===== config.mk =====
export PLATFORM = sky130hd
export DESIGN_NAME = pcileech_vfifo_arb
export DESIGN_NICKNAME = d
export VERILOG_FILES = /design/src/rtl/pcileech_vfifo_arb_pkg.sv /design/src/rtl/pcileech_vfifo_arb_pack.sv /design/src/rtl/pcileech_vfifo_arb.sv
export SDC_FILE = /design/constraint.sdc
export NUM_CORES = 1
export LEC_CHECK = 0
export BUFFER_PORTS_ARGS = -buffer_cell sky130_fd_sc_hd__buf_2
export CORE_AREA = 2 2 218 113
export DETAILED_ROUTE_END_ITERATION = 6
export DIE_AREA = 0 0 220 115
export PLACE_DENSITY = 0.72
export REMOVE_ABC_BUFFERS = 1
export SYNTH_ARGS = -nofsm -noshare
export SYNTH_HDL_FRONTEND = slang
export SYNTH_SLANG_ARGS = --single-unit

===== constraint.sdc =====
create_clock -name clk -period 3.31 [get_ports clk]
set_input_delay 0.4965 -clock clk [delete_from_list [all_inputs] [get_ports clk]]
set_output_delay 0.4965 -clock clk [all_outputs]
set_load 0.005 [all_outputs]

===== src/rtl/pcileech_vfifo_arb_pkg.sv =====
// vFIFO arbiter shared definitions.
// Tag codes, FSM states and slot geometry.
package pcileech_vfifo_arb_pkg;

  localparam int         SLOTS     = 7;
  localparam logic [2:0] FILL_FULL = 3'd7;

  localparam logic [1:0] TAG_FILL = 2'b00;
  localparam logic [1:0] TAG_TLP  = 2'b01;
  localparam logic [1:0] TAG_TLPL = 2'b10;
  localparam logic [1:0] TAG_CFG  = 2'b11;

  typedef enum logic [1:0] {
    S_IDLE = 2'd0,
    S_TLP  = 2'd1,
    S_CFG  = 2'd2,
    S_EMIT = 2'd3
  } state_e;

endpackage


===== src/rtl/pcileech_vfifo_arb_pack.sv =====
// Seven-slot packing register for the vFIFO word.
// Holds payload dwords, their tags and the fill count.
module pcileech_vfifo_arb_pack
  import pcileech_vfifo_arb_pkg::*;
#(
  parameter logic [15:0] TAG_MAGIC = 16'h0
) (
  input  logic         clk,
  input  logic         rst_n,
  input  logic         wr_i,
  input  logic [31:0]  data_i,
  input  logic [1:0]   tag_i,
  input  logic         clr_i,
  output logic [2:0]   fill_o,
  output logic [255:0] word_o
);

  logic [31:0] slot_q [SLOTS];
  logic [1:0]  tag_q  [SLOTS];
  logic [2:0]  fill_q;

  // Store a returned dword at the next free slot; clear back to filler on emit.
  always_ff @(posedge clk or negedge rst_n) begin
    if (!rst_n) begin
      fill_q <= '0;
      for (int i = 0; i < SLOTS; i++) begin
        slot_q[i] <= '0;
        tag_q[i]  <= TAG_FILL;
      end
    end else if (clr_i) begin
      fill_q <= '0;
      for (int i = 0; i < SLOTS; i++) begin
        slot_q[i] <= '0;
        tag_q[i]  <= TAG_FILL;
      end
    end else if (wr_i && fill_q != FILL_FULL) begin
      for (int i = 0; i < SLOTS; i++) begin
        if (fill_q == 3'(i)) begin
          slot_q[i] <= data_i;
          tag_q[i]  <= tag_i;
        end
      end
      fill_q <= fill_q + 3'd1;
    end
  end

  // Assemble seven payload dwords plus the tag dword.
  always_comb begin
    word_o = '0;
    for (int i = 0; i < SLOTS; i++) begin
      word_o[32*i +: 32]    = slot_q[i];
      word_o[224+2*i +: 2]  = tag_q[i];
    end
    word_o[255:240] = TAG_MAGIC;
  end

  assign fill_o = fill_q;

endmodule


===== src/rtl/pcileech_vfifo_arb.sv =====
// vFIFO input arbiter: TLP/CFG round-robin, packing, flush.
// Emits one 256-bit word per single-cycle out_valid pulse.
module pcileech_vfifo_arb
  import pcileech_vfifo_arb_pkg::*;
#(
  parameter int          PARAM_FLUSH_CYCLES = 64,
  parameter logic [15:0] PARAM_TAG_MAGIC    = 16'h0
) (
  input  logic         clk,
  input  logic         rst_n,
  input  logic [31:0]  tlp_data,
  input  logic         tlp_last,
  input  logic         tlp_valid,
  input  logic         tlp_empty,
  output logic         tlp_rd_en,
  input  logic [31:0]  cfg_data,
  input  logic         cfg_valid,
  input  logic         cfg_empty,
  output logic         cfg_rd_en,
  output logic [255:0] out_data,
  output logic         out_valid,
  input  logic         out_ready
);

  localparam int FW = $clog2(PARAM_FLUSH_CYCLES + 1);
  localparam logic [FW-1:0] FLUSH_MAX = FW'(PARAM_FLUSH_CYCLES);

  state_e state_q, state_d;
  state_e ret_q, ret_d;
  state_e nxt;
  logic   rr_q, rr_d;
  logic   inf_tlp_q, inf_cfg_q;
  logic   vld_prev_q;
  logic [FW-1:0] flush_q, flush_d;

  logic [2:0]   fill, fill_d;
  logic         wr_tlp, wr_cfg, wr;
  logic [31:0]  wr_data;
  logic [1:0]   wr_tag;
  logic         emit_go, can_rd;
  logic         tlp_go, cfg_go, fire;
  logic [255:0] word;

  assign wr_tlp  = inf_tlp_q & tlp_valid;
  assign wr_cfg  = inf_cfg_q & cfg_valid;
  assign wr      = wr_tlp | wr_cfg;
  assign wr_data = wr_cfg ? cfg_data : tlp_data;
  assign wr_tag  = wr_cfg ? TAG_CFG : (tlp_last ? TAG_TLPL : TAG_TLP);
  assign fill_d  = fill + {2'b00, wr};

  assign emit_go = (state_q != S_EMIT) &&
                   ((fill_d == FILL_FULL) ||
                    (!wr && fill != 3'd0 && flush_q == FLUSH_MAX));

  assign can_rd = (state_q != S_EMIT) && !emit_go &&
                  (({1'b0, fill} + {3'b000, inf_tlp_q | inf_cfg_q}) < 4'd7);

  // State, return-state and round-robin registers.
  always_ff @(posedge clk or negedge rst_n) begin
    if (!rst_n) begin
      state_q <= S_IDLE;
      ret_q   <= S_IDLE;
      rr_q    <= 1'b1;
    end else begin
      state_q <= state_d;
      ret_q   <= ret_d;
      rr_q    <= rr_d;
    end
  end

  // Next state: grant/finish transitions, overridden by a pending emit.
  always_comb begin
    nxt   = state_q;
    ret_d = ret_q;
    rr_d  = rr_q;
    unique case (state_q)
      S_IDLE: begin
        if (cfg_go) begin
          nxt  = S_CFG;
          rr_d = ~rr_q;
        end else if (!emit_go && !tlp_empty) begin
          nxt  = S_TLP;
          rr_d = ~rr_q;
        end
      end
      S_TLP:  if (wr_tlp && tlp_last && !tlp_go) nxt = S_IDLE;
      S_CFG:  if (wr_cfg) nxt = S_IDLE;
      S_EMIT: if (fire) nxt = ret_q;
    endcase
    state_d = nxt;
    if (emit_go) begin
      state_d = S_EMIT;
      ret_d   = nxt;
    end
  end

  // Read strobes and the emit pulse.
  always_comb begin
    tlp_go = 1'b0;
    cfg_go = 1'b0;
    fire   = 1'b0;
    unique case (state_q)
      S_IDLE: cfg_go = can_rd && !cfg_empty && (rr_q || tlp_empty);
      S_TLP:  tlp_go = can_rd && !tlp_empty;
      S_CFG:  ;
      S_EMIT: fire = out_ready && !vld_prev_q;
    endcase
  end

  // Idle counter for flushing a partial word.
  always_comb begin
    flush_d = flush_q;
    if (wr || fire) flush_d = '0;
    else if (fill != 3'd0 && flush_q != FLUSH_MAX)
      flush_d = flush_q + FW'(1);
  end

  // Outstanding-read tracking, previous pulse and flush counter.
  always_ff @(posedge clk or negedge rst_n) begin
    if (!rst_n) begin
      inf_tlp_q  <= 1'b0;
      inf_cfg_q  <= 1'b0;
      vld_prev_q <= 1'b0;
      flush_q    <= '0;
    end else begin
      inf_tlp_q  <= tlp_go;
      inf_cfg_q  <= cfg_go;
      vld_prev_q <= fire;
      flush_q    <= flush_d;
    end
  end

  pcileech_vfifo_arb_pack #(
    .TAG_MAGIC (PARAM_TAG_MAGIC)
  ) u_pack (
    .clk    (clk),
    .rst_n  (rst_n),
    .wr_i   (wr),
    .data_i (wr_data),
    .tag_i  (wr_tag),
    .clr_i  (fire),
    .fill_o (fill),
    .word_o (word)
  );

  assign tlp_rd_en = rst_n & tlp_go;
  assign cfg_rd_en = rst_n & cfg_go;
  assign out_valid = fire;
  assign out_data  = word;

endmodule


Yosys cells after proc, flatten, opt, wreduce, memory -nomap -nowiden

Index checks and enable logic that the tools add are counted.

Output and inout port bits: 259
Input port bits: 72
Flip-flop bits (word level): 256
Word-level logic and storage cells: 129

Eq/ne operators: 14
Order comparisons: 1
Muxes and demuxes: 37
Reduce and logical (&&, ||, !) cells: 44
Bitwise operators: 7
Add/subtract/negate cells: 4

Operators with widths:

| kind                                                       | count |
|---|---|
| 2-to-1 mux 224 bit                                         | 2 |
| 2-to-1 mux 32 bit                                          | 8 |
| 2-to-1 mux 2 bit                                           | 15 |
| 2-to-1 mux 14 bit                                          | 2 |
| nonzero test 2 bit                                         | 10 |
| AND reduction 2 bit                                        | 8 |
| logical AND 1 bit                                          | 14 |
| 2-to-1 mux 7 bit                                           | 2 |
| == test 3 bit, second input constant                       | 4 |
| case mux 2 bit (4 select lines)                            | 1 |
| adder 7 x 1 -> 7 bit, second input constant                | 1 |
| == test 7 bit, second input constant                       | 1 |
| != test 7 bit, second input constant                       | 1 |
| == test 3 x 2 -> 1 bit, second input constant              | 2 |
| zero test 1 bit                                            | 6 |
| 2-to-1 mux 3 bit                                           | 2 |
| 2-to-1 mux 1 bit                                           | 5 |
| adder 3 x 1 -> 4 bit                                       | 1 |
| bitwise AND 1 bit                                          | 4 |
| == test 2 bit, second input constant                       | 2 |
| less-than comparator 4 x 3 -> 1 bit, second input constant | 1 |
| adder 3 x 1 -> 3 bit                                       | 1 |
| adder 3 x 1 -> 3 bit, second input constant                | 1 |
| == test 3 x 1 -> 1 bit, second input constant              | 1 |
| other kinds (9)                                            | 12 |

Depth between registers and ports, before layout

Gate-level depths: netlist (run 1).

Word-level depth: 17
Mapped depth: 9
Gate-level depth less buffers: 8

By module

Synthesis (run 1) repeated with hierarchy kept, for this count alone.

Cells, all modules: 1,215
Area, all modules: 11,168.2 µm²

Modules (own cells, without submodules):

| module                  | seq. area each (µm²) | instances | area each (µm²) | cells an instance |
|---|---|---|---|---|
| pcileech_vfifo_arb_pack | 6,030.8              | 1         | 9,897.0         | 1,086 |
| pcileech_vfifo_arb      | 376.6                | 1         | 1,271.2         | 129 |

Least setup slack after synthesis (run 1)

Ideal clock, no wire load.

Path kind: input-to-output
Start point: input cfg_valid
End point: output cfg_rd_en
Cell stages on the path: 8
Data arrival time: 2.090 ns
Data required time: 2.813 ns
Path buffers: 0
Slack: 0.724 ns
Cells stage by stage: a22oi_4 -> inv_2 -> ha_1 -> ha_1 -> nor2b_1 -> o211ai_1 -> and2_1 -> and4_1

Word-level cells in the longest chain between the ends: 14
Elaborated cells on any way between the ends: 16
Those cells by class: add/sub: 1; eq/ne: 1; mux: 1; bitwise: 3; reduce/logical: 10

RTL lines:

| element                                                      | RTL line                  | RTL |
|---|---|---|
| start: declaration                                           | pcileech_vfifo_arb.sv:17  | `input logic cfg_valid,` |
| bitwise AND 1 bit (*)                                        | pcileech_vfifo_arb.sv:45  | `assign wr_cfg = inf_cfg_q & cfg_valid;` |
| OR 1 bit (*)                                                 | pcileech_vfifo_arb.sv:46  | `assign wr = wr_tlp \| wr_cfg;` |
| branches (longest 3 deep; another with adder 3 x 1 -> 3 bit) | n/a                       |  |
| logical OR 1 bit (*)                                         | pcileech_vfifo_arb.sv:52  | `((fill_d == FILL_FULL) \|\|` |
| logical AND 1 bit (*)                                        | pcileech_vfifo_arb.sv:51  | `assign emit_go = (state_q != S_EMIT) &&` |
| zero test 1 bit (*)                                          | pcileech_vfifo_arb.sv:55  | `assign can_rd = (state_q != S_EMIT) && !emit_go &&` |
| logical AND 1 bit (*) (2 in a row)                           | pcileech_vfifo_arb.sv:55  |  |
| logical AND 1 bit (*) (2 in a row)                           | pcileech_vfifo_arb.sv:103 | `S_IDLE: cfg_go = can_rd && !cfg_empty && (rr_q \|\| tlp_empty);` |
| 2-to-1 mux 1 bit (*)                                         | pcileech_vfifo_arb.sv:102 | `unique case (state_q)` |
| bitwise AND 1 bit (*)                                        | pcileech_vfifo_arb.sv:147 | `assign cfg_rd_en = rst_n & cfg_go;` |
| end: declaration                                             | pcileech_vfifo_arb.sv:19  | `output logic cfg_rd_en,` |

Mark *: on every way between the ends.

Worst setup path after layout (run 1)

Start point: register inf_cfg_q
End point: output cfg_rd_en

Word-level cells in the longest chain between the ends: 14
Elaborated cells on any way between the ends: 19
Those cells by class: add/sub: 2; order compare: 1; eq/ne: 1; mux: 1; bitwise: 4; reduce/logical: 10

RTL lines:

| element                                                      | RTL line                  | RTL |
|---|---|---|
| start: declaration                                           | pcileech_vfifo_arb.sv:32  | `logic inf_tlp_q, inf_cfg_q;` |
| start signal: assignment                                     | pcileech_vfifo_arb.sv:127 | `inf_cfg_q <= cfg_go;` |
| branches (longest 9 deep; another with adder 3 x 1 -> 3 bit) | n/a                       |  |
| logical AND 1 bit (*)                                        | pcileech_vfifo_arb.sv:55  |  |
| logical AND 1 bit (*) (2 in a row)                           | pcileech_vfifo_arb.sv:103 |  |
| 2-to-1 mux 1 bit (*)                                         | pcileech_vfifo_arb.sv:102 |  |
| bitwise AND 1 bit (*)                                        | pcileech_vfifo_arb.sv:147 |  |

Marks and branches as above.

==> impl_metrics.py, run 1 <==
metrics = {
    "outcome": {
        "outcome": "finished clean",
    },
    "power_and_ir_drop": {
        "seq_power_share_pct": 38.9,
        "power_switching_uw": 5029,
        "combPwrFrac_pct": 39.1,
        "power.density_mw_per_mm2": 1021,
        "power.internal_uw": 8626,
        "p_clk_share_pct": 22.0,
        "swShare_pct": 36.83,
        "ir_drop_uv": 476.7,
        "leakage_uw": 0.006971,
    },
    "synth": {
        "synthDominantCellAreaShare_pct": 60.11,
        "syn_inst": 954,
        "synthesis.yosys.warnings": 0,
        "yosys.cell_types.count": 50,
        "count_of_flip_flops_with_a_built_in_enable_after_synthesis": 0,
        "synth_ff_type": "sky130_fd_sc_hd__dfrtp_1",
        "post_synth_xor_area_fraction_pct": 0.6600,
        "ys_ff_latch": 256,
        "yosys.area_share.adder_pct": 1.414,
        "synth_area_in_compound_gates_pct": 10.88,
        "muxShareOfSynthArea_pct": 10.32,
        "leading_area_contributor_after_synthesis": "sky130_fd_sc_hd__dfrtp_1",
        "syn_avg_cell_area_um2": 11.13,
        "ys_async_sr_fraction_pct": 100.0,
        "cell_area_after_synthesis_mm2": 0.01062,
        "main_combinational_cell_family_by_area_after_synthesis": "simple AND/OR/NAND/NOR gates",
        "simple_gate_area_share_of_the_yosys_netlist_pct": 11.94,
        "synth_sequential_area_ratio_pct": 60.35,
        "synth.area.top_cells": "sky130_fd_sc_hd__dfrtp_1, sky130_fd_sc_hd__mux2_2, sky130_fd_sc_hd__nand2_1",
    },
    "floorplan": {
        "rows": 40,
        "placeableCoreArea_mm2": 0.02342,
        "floorplan.io_pins": 331,
        "die_h_um": 115,
        "die_width_um": 220,
        "start_util_pct": 45.33,
        "die-area_mm2": 0.02530,
    },
    "cells_and_area": {
        "count_of_filler_cells_inserted_in_the_layout": 2024,
        "final_common_cell": "sky130_fd_sc_hd__buf_2",
        "antennaDiodeCount": 0,
        "final_cell_area_mm2": 0.01338,
        "layout-drive-gt1-share_pct": 37.70,
        "synthToLayoutAreaGrowth_pct": 26.00,
        "finish.net_count": 1344,
        "final_cell_mix": "sky130_fd_sc_hd__buf_2, sky130_fd_sc_hd__dfrtp_1, sky130_fd_sc_hd__nand2_1",
        "multi_input_comb_area_mm2": 0.003870,
        "seq_area_mm2": 0.006407,
    },
    "sta": {
        "min_period_ns": 3.181,
        "tightest_slew_ns": 0.8600,
        "report.final.slew_viol_count": 0,
        "period_share_pct": 96.10,
        "final-hold-violation-count": 0,
        "skew_ns": 0.01816,
        "setup_repair_after_global_routing_missed_its_margin": "false",
        "tns_ns": 0,
        "max_freq_mhz": 314.4,
        "slew_headroom_pct": 42.67,
        "final-setup-viol-count": 0,
    },
    "place": {
        "dpl_cell_area_mm2": 0.01250,
        "place.port_buffers": 312,
        "routabilityCongestion": 0.8822,
        "dpl.hpwl_mm": 20.71,
    },
    "job": {
        "max_cap_violations": 0,
    },
    "grt": {
        "grt_pass1_vias": 7957,
        "global_route_wire_length_before_repair_mm": 45.48,
        "gr-total-overflow": 0,
        "grt_max_degree": 152,
        "antenna_found_initial": 0,
        "grtUsageTotal_pct": 23.30,
    },
    "min_path": {
        "worstHoldPathType": "in2reg",
    },
    "worst_setup_path": {
        "worstPathRequired_ns": 2.81,
        "critPathArrivalTime_ns": 2.68,
        "crit_fanout": 4,
        "criticalPathCategory": "reg2out",
        "worstSetupStartpointType": "flop",
        "cp-end-kind": "primary output",
    },
    "drt": {
        "drt_iter0_markers": 650,
        "vias": 8130,
        "drt-vias-per-instance": 5.110,
        "antenna_violating_nets_post_route": 0,
        "residual_drc_count": 0,
        "first_pass_iters": 4,
        "routedWlPerCell_um": 18.69,
        "drt-total-wl_mm": 29.74,
    },
    "clock_tree": {
        "cts_inserted_buffers": 24,
        "clkTransAtPathRegs_ns": 0.07,
        "tritoncts_num_sinks": 256,
        "clk-insertion-delay-late_ns": 0.52,
        "root_buffer": "sky130_fd_sc_hd__clkbuf_16",
        "cts_tree": "yes",
        "htreeDepth": 1,
        "cts-root-to-sink-buffers": 3,
    },
}
## metal layers
| metal | vias up | routed length, um | global-route usage, % |
|---|---|---|---|
| met4 | 0 | 339 | 4.027 |
| met3 | 26 | 2431 | 7.037 |
| li1 | 3822 | - | - |
| met1 | 4007 | 13760 | 32.85 |
| met2 | 275 | 13210 | 36.35 |
| met5 | - | 0 | 0 |
## layout make-up
class,count,share of cell area [%]
clock inverters,8,1.094
repair buffers,336,13.49
well taps,315,2.946
clock buffers,34,5.304
inverters,12,0.3367
flip-flops and latches,256,47.90
multi-input cells,630,28.93
## cells in the mapped netlist, types with 2 or more instances
| library cell | n |
|---|---|
| sky130_fd_sc_hd__mux2_2 | 64 |
| sky130_fd_sc_hd__o21ai_0 | 103 |
| sky130_fd_sc_hd__a211oi_1 | 2 |
| sky130_fd_sc_hd__nor2b_1 | 4 |
| sky130_fd_sc_hd__xnor2_1 | 5 |
| sky130_fd_sc_hd__nand2_1 | 177 |
| sky130_fd_sc_hd__a21oi_1 | 3 |
| sky130_fd_sc_hd__ha_1 | 12 |
| sky130_fd_sc_hd__a311oi_1 | 2 |
| sky130_fd_sc_hd__clkbuf_1 | 15 |
| sky130_fd_sc_hd__and3_1 | 3 |
| sky130_fd_sc_hd__inv_2 | 2 |
| sky130_fd_sc_hd__or2_1 | 5 |
| sky130_fd_sc_hd__or2_2 | 28 |
| sky130_fd_sc_hd__mux2_1 | 4 |
| sky130_fd_sc_hd__and2_1 | 4 |
| sky130_fd_sc_hd__buf_4 | 30 |
| sky130_fd_sc_hd__nand4_1 | 2 |
| sky130_fd_sc_hd__buf_2 | 28 |
| sky130_fd_sc_hd__inv_1 | 9 |
| sky130_fd_sc_hd__nor2_1 | 48 |
| sky130_fd_sc_hd__dfrtp_1 | 255 |
| sky130_fd_sc_hd__a31oi_1 | 5 |
| sky130_fd_sc_hd__nand3_1 | 7 |
| sky130_fd_sc_hd__xor2_1 | 3 |
| sky130_fd_sc_hd__o21ai_1 | 71 |
| sky130_fd_sc_hd__o211ai_1 | 3 |
| sky130_fd_sc_hd__mux2i_1 | 33 |
| sky130_fd_sc_hd__a41oi_2 | 5 |
| sky130_fd_sc_hd__nand3b_1 | 2 |
## final timing paths
kind / from / endpoint / slack (ns) / depth (start not counted)
max: inf_cfg_q$_DFF_PN0_ / cfg_rd_en / 0.13 / 8
min: tlp_empty / inf_tlp_q$_DFF_PN0_ / 0.33 / 3
max reg2reg: u_pack.fill_o[1]$_DFFE_PN0P_ / u_pack.word_o[227]$_DFFE_PN0P_ / 0.76 / 6
min reg2reg: u_pack.word_o[233]$_DFFE_PN0P_ / u_pack.word_o[233]$_DFFE_PN0P_ / 0.48 / 2
max in group asynchronous: rst_n / u_pack.word_o[41]$_DFFE_PN0P_ / 1.90 / 3
min in group asynchronous: rst_n / u_pack.word_o[224]$_DFFE_PN0P_ / 0.38 / 2
## sequential cells by signal, indices dropped and copies added (netlist names)
register	flops
flush_q	7
inf_cfg_q	1
inf_tlp_q	1
ret_q	2
rr_q	1
state_q	2
u_pack.fill_o	3
u_pack.word_o	238
vld_prev_q	1
## per-stage QoR
step	util [%]	setup WS (ns)	total power (uW)	hold slack (ns)	instances
2_1_floorplan	-	0.2967	7919	0.2009	898
6_report	57.11	0.1290	13660	0.3282	1591
3_3_place_gp	53.35	0.5534	10470	0.2937	1547
3_5_place_dp	53.35	0.4669	10690	0.2933	1547
4_1_cts	57.05	0.02861	13740	0.3016	1590
5_1_grt	57.11	0.001660	14600	0.3287	1591
## what timing repair did
item	in CTS	in global routing
hold buffers	1	0
setup buffers	0	1
endpoints found under the hold margin	1	0
endpoints found under the setup margin	0	2
gates resized for setup	0	2
## logic make-up after synthesis
family	after synthesis
compound gates	202
other cells	1
flops	256
mux	101
buf+inv	85
simple gates	289
fa+ha+maj	12
xor+xnor	8
## critical path, stage by stage, from the launching register on
cell and delay, ns:
sky130_fd_sc_hd__dfrtp_1 0.43, sky130_fd_sc_hd__or2_2 0.32, sky130_fd_sc_hd__ha_1 0.21, sky130_fd_sc_hd__ha_1 0.32
sky130_fd_sc_hd__a311oi_2 0.26, sky130_fd_sc_hd__a31oi_1 0.09, sky130_fd_sc_hd__nor2_1 0.18, sky130_fd_sc_hd__and4_1 0.23
sky130_fd_sc_hd__buf_2 0.11
## power groups by stage
stage	Combinational (uW)	Clock (uW)	Sequential (uW)
3_5_place_dp	5360	0	5330
4_1_cts	5370	3060	5310
2_1_floorplan	2510	0	5410
5_1_grt	5920	3200	5480
3_3_place_gp	5200	0	5280
6_report	5330	3010	5310
Power figures use the tool's default switching activity.
==> inputs of run 2 (changes only) <==
- CTS_BUF_LIST: not set -> sky130_fd_sc_hd__clkbuf_16
==> run 2 against run 1 <==
Compared with the run above: clock skew about the same; register-to-register slack about the same; largest cell class unchanged; final cell count unchanged; via count down 0.20%; largest power group unchanged; wire length about the same; worst setup slack better by 0.0045 ns; worst hold slack worse by 0.00055 ns.
==> impl_metrics.py, run 2 (synthesized netlist as in run 1, its figures left out) <==
metrics = {
    "worst_setup_path": {
        "crit_fanout": 4,
        "cp-end-kind": "primary output",
        "timing.critical_path.slowest_cell_delay_ns": 0.43,
        "criticalPathCategory": "reg2out",
        "crit_path_cell_trace": "or2_2, ha_1, ha_1, a311oi_2, a31oi_1, nor2_1, and4_1, buf_2",
        "worst_path_max_delay_cell": "sky130_fd_sc_hd__dfrtp_1",
        "crit_top_cell": "sky130_fd_sc_hd__ha_1",
        "worstSetupStartpointType": "flop",
        "critPathArrivalTime_ns": 2.68,
        "worstPathRequired_ns": 2.81,
    },
    "sta": {
        "final-setup-viol-count": 0,
        "skew_ns": 0.01839,
        "worst_hold_slack_ns": 0.3276,
        "slew_headroom_pct": 42.11,
        "max_freq_mhz": 314.8,
        "worst_slack_ns": 0.1334,
        "setup_repair_after_global_routing_missed_its_margin": "false",
        "tns_ns": 0,
        "tightest_slew_ns": 0.8683,
        "report.final.slew_viol_count": 0,
        "final-hold-violation-count": 0,
        "min_period_ns": 3.177,
        "period_share_pct": 95.97,
    },
    "drt": {
        "drt-vias-per-instance": 5.100,
        "drt-total-wl_mm": 29.73,
        "antenna_violating_nets_post_route": 0,
        "first_pass_iters": 4,
        "vias": 8114,
        "drt_iter0_markers": 735,
        "routedWlPerCell_um": 18.68,
        "residual_drc_count": 0,
    },
    "cells_and_area": {
        "finish.net_count": 1344,
        "count_of_filler_cells_inserted_in_the_layout": 2028,
        "fin_cells": 1591,
        "largest_register_ff_count": 238,
        "synthToLayoutAreaGrowth_pct": 25.53,
        "final_cell_mix": "sky130_fd_sc_hd__buf_2, sky130_fd_sc_hd__dfrtp_1, sky130_fd_sc_hd__nand2_1",
        "final_common_cell": "sky130_fd_sc_hd__buf_2",
        "antennaDiodeCount": 0,
        "final_cell_area_mm2": 0.01333,
        "layout-drive-gt1-share_pct": 37.30,
    },
    "floorplan": {
        "placeableCoreArea_mm2": 0.02342,
        "floorplan.io_pins": 331,
        "die_width_um": 220,
        "rows": 40,
        "die_h_um": 115,
        "die-area_mm2": 0.02530,
        "start_util_pct": 45.33,
    },
    "place": {
        "place.port_buffers": 312,
        "placed_cells": 1547,
        "routabilityCongestion": 0.8822,
        "dpl.hpwl_mm": 20.71,
        "place_ws_ns": 0.4669,
        "dpl_cell_area_mm2": 0.01250,
    },
    "grt": {
        "grt_pass1_vias": 7928,
        "antenna_found_initial": 0,
        "global_route_wire_length_before_repair_mm": 45.42,
        "gr-total-overflow": 0,
        "grtUsageTotal_pct": 23.28,
        "grt_max_degree": 152,
    },
    "clock_tree": {
        "htreeDepth": 1,
        "clkTransAtPathRegs_ns": 0.07,
        "tritoncts_num_sinks": 256,
        "root_buffer": "sky130_fd_sc_hd__clkbuf_16",
        "cts_inserted_buffers": 24,
        "cts_tree": "yes",
        "clk-insertion-delay-late_ns": 0.52,
        "cts-root-to-sink-buffers": 3,
    },
    "power_and_ir_drop": {
        "power.density_mw_per_mm2": 1015,
        "ir_drop_uv": 475.4,
        "leakage_uw": 0.006959,
    },
    "outcome": {
        "outcome": "finished clean",
    },
    "job": {
        "max_cap_violations": 0,
    },
    "min_path": {
        "worstHoldPathType": "in2reg",
    },
}
[run 2: changes by cell type in the layout (fill, tap and decap cells not counted)]
cell,change
sky130_fd_sc_hd__clkbuf_8,-5
sky130_fd_sc_hd__clkinv_1,+5
sky130_fd_sc_hd__clkbuf_1,-4
sky130_fd_sc_hd__inv_1,+4
[run 2: timing repair]
item | 4_1_cts | 5_1_grt
hold endpoints to repair | 1 | 0
gates resized for setup | 0 | 2
hold buffers | 1 | 0
buffers inserted | 0 | 1
endpoints found under the setup margin | 0 | 2
[run 2: power breakdown]
group | internal, uW | switching, uW
logic | 2290 | 3040
registers | 4530 | 784
clock network | 1680 | 1200
total | 8500 | 5020
[run 2: final cells by class]
type,count,area (um2),share of cell area (%)
flip-flops and latches,256,6407,48.08
inverters,12,45.04,0.3380
multi-input cells,630,3870,29.04
repair buffers,336,1804,13.54
clock inverters,17,180.2,1.352
clock buffers,25,625.6,4.694
well taps,315,394.1,2.957
[run 2: stage by stage]
step | utilization [%] | total power [uW]
after floorplan | - | 7919
after detailed placement | 53.35 | 10690
after CTS | 56.83 | 13600
after global routing | 56.90 | 14470
final | 56.90 | 13520
after global placement | 53.35 | 10470
[run 2: final timing paths]
check                                                    start                        endpoint  slack (ns)  cells past startpoint
worst max-delay path                       inf_cfg_q$_DFF_PN0_                       cfg_rd_en        0.13                      8
worst min-delay path                                 tlp_empty             inf_tlp_q$_DFF_PN0_        0.33                      3
worst max register to register    u_pack.fill_o[1]$_DFFE_PN0P_  u_pack.word_o[227]$_DFFE_PN0P_        0.75                      6
worst min register to register  u_pack.word_o[233]$_DFFE_PN0P_  u_pack.word_o[233]$_DFFE_PN0P_        0.48                      2
max in group asynchronous                                rst_n   u_pack.word_o[41]$_DFFE_PN0P_        1.89                      3
min in group asynchronous                                rst_n  u_pack.word_o[224]$_DFFE_PN0P_        0.38                      2
[run 2: per-layer routing]
metal / GRT usage, % / vias to the layer above / part of all wire (%)
met1: 32.92 / 3985 / 46
met4: 4.027 / 0 / 1.1
met3: 7.037 / 24 / 8.5
met5: 0 / - / 0
li1: - / 3826 / -
met2: 36.18 / 279 / 44
[run 2: worst max-delay path: cells and delay by family (launching register included)]
family,cells,cell delay [ns]
fa+ha+maj,2,0.53
flops,1,0.43
buf+inv,1,0.11
simple gates,3,0.73
compound gates,2,0.35
